<file path="src/rtl/atm_pkg.sv">
// Shared types for the ATM bank controller: request opcodes, response
// status codes and controller FSM states.
package atm_pkg;

  typedef enum logic [1:0] {
    OP_INQ = 2'b00,
    OP_WDR = 2'b01,
    OP_DEP = 2'b10,
    OP_XFR = 2'b11
  } op_e;

  typedef enum logic [1:0] {
    ST_OK      = 2'b00,
    ST_INSUF   = 2'b01,
    ST_OVF     = 2'b10,
    ST_ILLEGAL = 2'b11
  } status_e;

  typedef enum logic [1:0] {
    S_IDLE = 2'b00,
    S_READ = 2'b01,
    S_EXEC = 2'b10,
    S_RESP = 2'b11
  } state_e;

endpackage

</file>
<file path="src/rtl/atm_account_bank.sv">
// Account balance storage: two combinational read ports, two write ports
// committing on the same edge, every entry loaded with INIT_BAL on reset.
// Out-of-range addresses read as zero and are never written.
module atm_account_bank #(
  parameter int NUM_ACCOUNTS = 16,
  parameter int BAL_W        = 10,
  parameter int INIT_BAL     = 0,
  parameter int ACC_W        = 4,
  parameter bit RD_B_EN      = 1'b1
) (
  input  logic             clk,
  input  logic             rst,
  input  logic [ACC_W-1:0] rd_addr_a,
  output logic [BAL_W-1:0] rd_data_a,
  input  logic [ACC_W-1:0] rd_addr_b,
  output logic [BAL_W-1:0] rd_data_b,
  input  logic             wr_en_a,
  input  logic [ACC_W-1:0] wr_addr_a,
  input  logic [BAL_W-1:0] wr_data_a,
  input  logic             wr_en_b,
  input  logic [ACC_W-1:0] wr_addr_b,
  input  logic [BAL_W-1:0] wr_data_b
);

  logic [BAL_W-1:0] mem [NUM_ACCOUNTS];

  function automatic logic in_range(input logic [ACC_W-1:0] a);
    return int'(a) < NUM_ACCOUNTS;
  endfunction

  assign rd_data_a = in_range(rd_addr_a) ? mem[rd_addr_a] : '0;
  // Port B folds to constant zero when the controller has no use for it.
  assign rd_data_b = (RD_B_EN && in_range(rd_addr_b)) ? mem[rd_addr_b] : '0;

  // Balance storage with reset preload; both writes land on the same edge.
  always_ff @(posedge clk or posedge rst) begin
    if (rst) begin
      for (int i = 0; i < NUM_ACCOUNTS; i++) mem[i] <= BAL_W'(INIT_BAL);
    end else begin
      if (wr_en_a && in_range(wr_addr_a)) mem[wr_addr_a] <= wr_data_a;
      if (wr_en_b && in_range(wr_addr_b)) mem[wr_addr_b] <= wr_data_b;
    end
  end

endmodule

</file>
<file path="src/rtl/atm_bank_ctrl.sv">
// ATM bank controller: accepts one request at a time, reads balances,
// executes inquiry/withdraw/deposit/transfer and holds the response until
// consumed. Optional feature macro: ATM_TRANSFER_EN enables op 11
// (transfer); without it op 11 answers ILLEGAL and req_dst is ignored.
module atm_bank_ctrl
  import atm_pkg::*;
#(
  parameter int NUM_ACCOUNTS = 16,
  parameter int BAL_W        = 10,
  parameter int INIT_BAL     = 0,
  localparam int ACC_W       = (NUM_ACCOUNTS > 2) ? $clog2(NUM_ACCOUNTS) : 1
) (
  input  logic             clk,
  input  logic             rst,
  input  logic             req_valid,
  output logic             req_ready,
  input  logic [1:0]       req_op,
  input  logic [ACC_W-1:0] req_src,
  input  logic [ACC_W-1:0] req_dst,
  input  logic [BAL_W-1:0] req_amount,
  output logic             rsp_valid,
  input  logic             rsp_ready,
  output logic [1:0]       rsp_status,
  output logic [BAL_W-1:0] rsp_balance
);

`ifdef ATM_TRANSFER_EN
  localparam bit XFER_EN = 1'b1;
`else
  localparam bit XFER_EN = 1'b0;
`endif

  state_e           state_q, state_d;
  op_e              op_p0;
  logic [ACC_W-1:0] src_p0;
  logic [BAL_W-1:0] amt_p0;
  logic [BAL_W-1:0] src_bal_p1;
  logic [BAL_W-1:0] rd_data_a, rd_data_b;
  logic [ACC_W-1:0] addr_b;
  logic             commit_a, commit_b, wr_en_a, wr_en_b;
  logic [BAL_W-1:0] wr_data_a, wr_data_b;
  status_e          status_d, status_q;
  logic [BAL_W-1:0] bal_d, bal_q;
  logic             src_in;

`ifdef ATM_TRANSFER_EN
  logic [ACC_W-1:0] dst_p0;
  logic [BAL_W-1:0] dst_bal_p1;
  logic             dst_in;
  assign addr_b = dst_p0;
  assign dst_in = int'(dst_p0) < NUM_ACCOUNTS;
`else
  logic unused_dst;
  assign addr_b     = '0;
  assign unused_dst = ^{rd_data_b, req_dst};
`endif

  function automatic logic add_ovf(input logic [BAL_W-1:0] a,
                                   input logic [BAL_W-1:0] b);
    logic [BAL_W:0] s;
    s = {1'b0, a} + {1'b0, b};
    return s[BAL_W];
  endfunction

  assign req_ready   = (state_q == S_IDLE);
  assign rsp_valid   = (state_q == S_RESP);
  assign rsp_status  = status_q;
  assign rsp_balance = bal_q;
  assign src_in      = int'(src_p0) < NUM_ACCOUNTS;
  assign wr_en_a     = (state_q == S_EXEC) && commit_a;
  assign wr_en_b     = (state_q == S_EXEC) && commit_b;

  atm_account_bank #(
    .NUM_ACCOUNTS(NUM_ACCOUNTS), .BAL_W(BAL_W), .INIT_BAL(INIT_BAL),
    .ACC_W(ACC_W), .RD_B_EN(XFER_EN)
  ) u_bank (
    .clk(clk), .rst(rst),
    .rd_addr_a(src_p0), .rd_data_a(rd_data_a),
    .rd_addr_b(addr_b), .rd_data_b(rd_data_b),
    .wr_en_a(wr_en_a), .wr_addr_a(src_p0), .wr_data_a(wr_data_a),
    .wr_en_b(wr_en_b), .wr_addr_b(addr_b), .wr_data_b(wr_data_b)
  );

  // FSM state register; reset aborts any in-flight operation.
  always_ff @(posedge clk or posedge rst) begin
    if (rst) state_q <= S_IDLE;
    else     state_q <= state_d;
  end

  // Next-state logic; req_valid outside IDLE is simply not looked at.
  always_comb begin
    state_d = state_q;
    case (state_q)
      S_IDLE: if (req_valid) state_d = S_READ;
      S_READ: state_d = S_EXEC;
      S_EXEC: state_d = S_RESP;
      S_RESP: if (rsp_ready) state_d = S_IDLE;
      default: state_d = S_IDLE;
    endcase
  end

  // Stage 0: latch the request on the accepting edge.
  always_ff @(posedge clk) begin
    if (state_q == S_IDLE && req_valid) begin
      op_p0  <= op_e'(req_op);
      src_p0 <= req_src;
      amt_p0 <= req_amount;
`ifdef ATM_TRANSFER_EN
      dst_p0 <= req_dst;
`endif
    end
  end

  // Stage 1: register the account balances on the READ->EXEC edge.
  always_ff @(posedge clk) begin
    if (state_q == S_READ) begin
      src_bal_p1 <= rd_data_a;
`ifdef ATM_TRANSFER_EN
      dst_bal_p1 <= rd_data_b;
`endif
    end
  end

  // Execute: decide status, reported balance and which accounts commit.
  // An out-of-range origin reports a zero balance.
  always_comb begin
    status_d  = ST_OK;
    bal_d     = src_bal_p1;
    commit_a  = 1'b0;
    commit_b  = 1'b0;
    wr_data_a = src_bal_p1;
    wr_data_b = '0;
    if (!src_in) begin
      status_d = ST_ILLEGAL;
      bal_d    = '0;
    end else begin
      case (op_p0)
        OP_INQ: status_d = ST_OK;
        OP_WDR: begin
          if (amt_p0 > src_bal_p1) status_d = ST_INSUF;
          else begin
            commit_a  = 1'b1;
            wr_data_a = src_bal_p1 - amt_p0;
            bal_d     = wr_data_a;
          end
        end
        OP_DEP: begin
          if (add_ovf(src_bal_p1, amt_p0)) status_d = ST_OVF;
          else begin
            commit_a  = 1'b1;
            wr_data_a = src_bal_p1 + amt_p0;
            bal_d     = wr_data_a;
          end
        end
        OP_XFR: begin
`ifdef ATM_TRANSFER_EN
          if (!dst_in || dst_p0 == src_p0)       status_d = ST_ILLEGAL;
          else if (amt_p0 > src_bal_p1)          status_d = ST_INSUF;
          else if (add_ovf(dst_bal_p1, amt_p0))  status_d = ST_OVF;
          else begin
            commit_a  = 1'b1;
            commit_b  = 1'b1;
            wr_data_a = src_bal_p1 - amt_p0;
            wr_data_b = dst_bal_p1 + amt_p0;
            bal_d     = wr_data_a;
          end
`else
          status_d = ST_ILLEGAL;
`endif
        end
        default: status_d = ST_ILLEGAL;
      endcase
    end
  end

  // Stage 2: register the response on the EXEC->RESP edge, held through RESP.
  always_ff @(posedge clk or posedge rst) begin
    if (rst) begin
      status_q <= ST_OK;
      bal_q    <= '0;
    end else if (state_q == S_EXEC) begin
      status_q <= status_d;
      bal_q    <= bal_d;
    end
  end

endmodule

</file>
<file path="config.mk">
export PLATFORM = sky130hd
export DESIGN_NAME = atm_bank_ctrl
export DESIGN_NICKNAME = d
export VERILOG_FILES = /design/src/rtl/atm_pkg.sv /design/src/rtl/atm_account_bank.sv /design/src/rtl/atm_bank_ctrl.sv
export SDC_FILE = /design/constraint.sdc
export NUM_CORES = 1
export LEC_CHECK = 0
export ABC_AREA = 1
export CAP_MARGIN = 5
export CELL_PAD_IN_SITES_DETAIL_PLACEMENT = 1
export CELL_PAD_IN_SITES_GLOBAL_PLACEMENT = 2
export CORE_MARGIN = 2
export CORE_UTILIZATION = 35
export DETAILED_ROUTE_END_ITERATION = 8
export PLACE_DENSITY_LB_ADDON = 0.1
export SLEW_MARGIN = 10
export SYNTH_ARGS = -nofsm -noshare
export SYNTH_HDL_FRONTEND = slang
export SYNTH_SLANG_ARGS = --single-unit
</file>
<file path="constraint.sdc">
create_clock -name clk -period 14.6 [get_ports clk]
set_clock_uncertainty 0.15 [all_clocks]
set_input_delay 2.92 -clock clk [delete_from_list [all_inputs] [get_ports clk]]
set_output_delay 2.92 -clock clk [all_outputs]
set_load 0.01 [all_outputs]
</file>
## Word-level counts from Yosys, hierarchy flattened

Index checks and enable logic that the tools add are counted.

- Order comparisons: 3
- Bitwise operators: 1
- Eq/ne operators: 8
- Mux-type cells: 18
- Add/sub/neg operators: 3
- Reductions and logical operators: 6

Operators with widths:

| kind | number |
|---|---|
| $bwmux 160 | 1 |
| $mux 10 | 5 |
| $bmux 10 s4 | 1 |
| $demux 10 s4 | 1 |
| $pmux 10 s2 | 1 |
| $pmux 2 s4 | 2 |
| $add 10x10->11 | 1 |
| $add 10x10->10 | 1 |
| $gt 10x10->1 | 1 |
| $sub 10x10->10 | 1 |
| $eq 2x2->1 const B | 4 |
| $mux 2 | 3 |
| $ge 5x5->1 const B | 1 |
| $lt 5x1->1 const B | 1 |
| $not 4->5 | 1 |
| $eq 2x1->1 const B | 2 |
| $logic_not 2->1 | 2 |
| $logic_and 1x1->1 | 3 |
| $mux 1 | 3 |
| $ne 2x1->1 const B | 1 |
| $ne 2x2->1 const B | 1 |
| $pmux 1 s2 | 1 |
| $reduce_and 2->1 | 1 |

- Output and inout port bits: 14
- Input port bits: 24
- Logic and storage cells: 62
- Register bits after elaboration: 200

## Logic depth before layout (Yosys ltp)

- Word-level depth: 6
- Gate-level depth with buffers: 18
- Depth with buffers taken out: 17

## Hierarchy

A second synthesis with hierarchy kept.

- Cell total of the unflattened synthesis: 1964
- Area, all modules: 12996.2 µm²

By module, submodules not included:

| module | cells each | times used | area an instance (µm²) | sequential area each (µm²) |
|---|---|---|---|---|
| atm_account_bank | 1586 | 1 | 10053.4 | 4003.8 |
| atm_bank_ctrl | 378 | 1 | 2942.8 | 1131.1 |

## Worst setup path after synthesis

No wires, ideal clock.

- Path type: in2reg
- Start point: input req_valid
- End point: register amt_p0[0] (enable)
- Stages: 2
- Required time: 14.086 ns
- Path buffers: 0
- Slack: 10.791 ns
- Arrival time: 3.295 ns
- Setup time: 0.364 ns
- Path through: nand2_1 -> inv_1

- Cells in the longest elaborated chain, start to end: 1

RTL lines:

| element | line | text |
|---|---|---|
| start, declared | atm_bank_ctrl.sv:15 | `input logic req_valid,` |
| $logic_and 1x1->1 | atm_bank_ctrl.sv:104 | `if (state_q == S_IDLE && req_valid) begin` |
| end signal, assigned | atm_bank_ctrl.sv:107 | `amt_p0 <= req_amount;` |
| end, declared | atm_bank_ctrl.sv:36 | `logic [BAL_W-1:0] amt_p0;` |

No other way between the ends.
A chain may end at the register's enable or synchronous reset.

## Final worst setup path

- Start point: register state_q[0]
- End point: output req_ready

- Cells in the longest elaborated chain, start to end: 1

RTL lines:

| element | line | text |
|---|---|---|
| start, declared | atm_bank_ctrl.sv:33 | `state_e state_q, state_d;` |
| start signal, assigned | atm_bank_ctrl.sv:87 | `else state_q <= state_d;` |
| $logic_not 2->1 | atm_bank_ctrl.sv:65 | `assign req_ready = (state_q == S_IDLE);` |
| end, declared | atm_bank_ctrl.sv:16 | `output logic req_ready,` |

No other way between the ends.

==> results.txt <==
----------------------------------------------------
[Power and ir drop]
  Worst voltage drop across the vdd grid ... 86.6 µV
  Power per unit of standard cell area ... between 150 and 200 mW/mm²
  Part of the total power dissipated in the clock network ... 0.265
  Part of the power in registers ... 0.392
  Leakage Power ... roughly 6 nW
  Proportion of power drawn by combinational gates ... 0.343
  Switching power summed over all nets ... roughly 0.8 mW
  Cell-internal power ... ~1.2 mW
  Net switching fraction of the power ... 0.402

[Drt]
  Via count ... 8552
  DRT antenna net count ... 0
  Per-cell via count in the routed design ... 5.02
  DRC ... 0
  Post-detailed-route wirelength per cell ... 20.2 µm
  Number of iterations in the first detailed-routing pass ... 4
  Iteration-0 DRC Markers ... 518
  Total length of routed wires ... about 34000 µm

[STA]
  Share of the cycle needed by the critical path after routing ... 0.331
  Unrepaired setup endpoints after global routing ... false
  Shortest period the worst path allows ... 4830 ps
  Count of final hold-check violations ... 0
  Worst Max-Slew Pin Slew ... 1300 ps
  Max Clock Freq ... 207 MHz
  Fin. max-slew vios ... 0
  Setup Total Neg Slack ... 0 ps
  Worst hold-check slack ... ~330 ps
  Final setup violation count ... 0
  Max transition margin ... 0.135

[Setup path]
  Worst path bufs/invs ... 2
  Worst path required time ... 11530 ps
  Arrival time of data at the critical path endpoint ... between 1500 and 2000 ps
  Critical path endpoint category ... primary output
  Type of the worst setup path ... flip-flop to primary output
  Cells along the critical path ... inv_1, ha_1, clkdlybuf4s50_1
  Crit path max-delay cell type ... clkdlybuf4s50_1
  Type of origin of the critical path ... flip-flop
  Highest net fanout along the worst path ... 4
  Cell family contributing the most delay on the critical path ... buffers and inverters
  Max stage delay on crit path ... 550 ps

[Layout]
  Final std cell area, no fill ... around 0.012 mm²
  Final #Nets ... 1356
  Most common cell after layout, fill and taps aside ... nand2_1
  Fraction of final layout cells with drive strength greater than 1 ... 0.0669
  Area growth from synthesis to layout ... 11.3%
  Antenna cells ... 0
  Leading cell types in the layout, fill and taps excluded ... nand2_1 (647), dfrtp_1 (174), a22oi_1 (80)

[Synth]
  Mean cell area of the mapped netlist ... roughly 8.0 µm²
  Yosys cell types ... 34
  Syn Nets ... 1345
  Post-synthesis instance total ... around 1300
  Netlist area before placement ... slightly above 0.01 mm²
  Flip-flop and latch count after synthesis ... 200
  Number of warnings printed during yosys synthesis ... 0
  Share of synthesized area occupied by flip-flops and latches ... 0.494

[Clocking]
  Post-CTS resize count ... 0
  Number of buffers added by the clock tree synthesis step ... 17
  Number of buffers added to fix hold violations after cts ... 0
  Insertion delay to the later sink of the worst-skew pair ... 460 ps
  Maximum number of buffers from clock root to sink ... 2
  Clock transition time at the flip-flop clock pins of the worst setup and hold paths ... 80 ps
  Maximum level of the CTS H-tree ... 4
  Number of sinks handled by clock tree synthesis ... 200
  Clock Tree Root ... clkbuf_16
  TritonCTS clock tree ... done
  Setup Buffers After CTS ... 0

[GRT]
  Maximum number of pins on one net before global-route repair ... ~70
  Number of antenna violations at the first check in global routing ... 0
  First-pass GRT wire length ... 53900 µm
  Total track usage ... 0.232
  Number of global-route vias before repair ... 8911
  Aggregate global routing overflow ... 0

[Hold path]
  Hold crit path type ... flip-flop to flip-flop

[Floorplan]
  Area of the die ... 0.0311 mm²
  Chip width ... 176 µm
  Die height ... 176 µm
  I/O pin cnt ... 38
  Floorplan core area ... 0.0294 mm²
  Starting Density ... 0.353
  Num rows ... 63

[Place]
  Port Buffers ... 33
  GP Congestion ... 0.783
  HPWL after detailed placement ... 22400 µm
  Instance area after placement ... 0.0109 mm²

[Outcome]
  Status ... complete, no violations

[Job]
  Number of max-cap violations ... 0

----------------------------------------------------
==> flip-flops by register name (all words and copies together) (netlist names) <==
register / cells
amt_p0: 10
src_bal_p1: 10
rsp_balance: 10
state_q: 2
op_p0: 2
src_p0: 4
u_bank.mem: 160
rsp_status: 2
==> power by group through the flow <==
| stage | Combinational (mW) | Clock (mW) | Sequential, mW |
|---|---|---|---|
| after global routing | 0.754 | 0.551 | 0.788 |
| after global placement | 0.673 | 0 | 0.778 |
| final | 0.674 | 0.522 | 0.772 |
| after CTS | 0.682 | 0.534 | 0.772 |
| after detailed placement | 0.678 | 0 | 0.781 |
| after floorplan | 0.450 | 0 | 0.764 |
==> cells by family (layout without fill, tap and decap cells) <==
| kind of cell | Yosys count | in the layout | share of synthesized area |
|---|---|---|---|
| compound gates | 112 | 112 | 0.0773 |
| xor+xnor | 10 | 10 | 0.00843 |
| fa+ha+maj | 30 | 30 | 0.0376 |
| buf+inv | 135 | 159 | 0.0672 |
| flops | 200 | 200 | 0.494 |
| simple gates | 804 | 804 | 0.315 |
==> metrics by stage <==
step / total power [mW] / setup slack [ps] / util / cells
2_1_floorplan: 1.21 / 6810 / - / 1291
3_3_place_gp: 1.45 / 9640 / 0.372 / 1673
3_5_place_dp: 1.46 / 9640 / 0.372 / 1673
4_1_cts: 1.99 / 9740 / 0.393 / 1705
5_1_grt: 2.09 / 9690 / 0.393 / 1705
6_report: 1.97 / 9770 / 0.393 / 1705
==> tightest hold or removal path, cell delays in order, from the launching register on <==
cell,delay [ps]
dfrtp_1,350
nand2_1,50
nand2_1,50
==> cell type report <==
class | instances | area [µm²]
Fill cell | 3527 | 17800
Sequential cell | 200 | 5130
Multi-Input combinational cell | 956 | 4570
Tap cell | 390 | 488
Timing Repair Buffer | 50 | 458
Clock buffer | 19 | 433
Inverter | 77 | 294
Clock inverter | 13 | 186
==> per-layer routing <==
| layer | global-route usage | up-vias | wire (µm) | part of all wire |
|---|---|---|---|---|
| met2 | 0.387 | 115 | 16700 | 0.48 |
| met5 | 0 | - | 0 | 0 |
| met3 | 0.0390 | 27 | 1040 | 0.030 |
| met4 | 0.0548 | 0 | 479 | 0.014 |
| met1 | 0.314 | 4276 | 16200 | 0.47 |
| li1 | - | 4134 | - | - |
==> Yosys cell counts (all sizes together) <==
| master | n | area (µm²) |
|---|---|---|
| a21o | 1 | 7.51 |
| buf | 37 | 330 |
| and2 | 1 | 6.26 |
| nand3 | 76 | 398 |
| or2 | 3 | 18.8 |
| ha | 28 | 350 |
| xnor2 | 2 | 17.5 |
| nor2 | 56 | 285 |
| clkbuf | 21 | 78.8 |
| edfxtp | 26 | 781 |
| o21ai | 15 | 97.6 |
| a22oi | 80 | 601 |
| nor3 | 6 | 41.3 |
| nand4 | 12 | 75.1 |
| nand2 | 650 | 2450 |
| o21bai | 2 | 15.0 |
| clkinv | 8 | 30.0 |
| xor2 | 8 | 70.1 |
| fa | 2 | 40.0 |
| o22ai | 1 | 6.26 |
| inv | 69 | 259 |
| dfrtp | 174 | 4350 |
| a21oi | 13 | 76.3 |
==> final timing paths <==
path	end	slack [ps]	cells past startpoint	startpoint
worst min-delay path	u_bank.mem[94]	330	2	u_bank.mem[94]
max in group asynchronous	u_bank.mem[70]	10190	3	rst
worst max-delay path	req_ready	9770	3	state_q[0]
min in group asynchronous	u_bank.mem[13]	2720	2	rst
worst max register to register	u_bank.mem[61]	10920	11	src_bal_p1[0]
worst min register to register	u_bank.mem[94]	330	2	u_bank.mem[94]
Note: power is estimated with default switching activity, not from simulation.
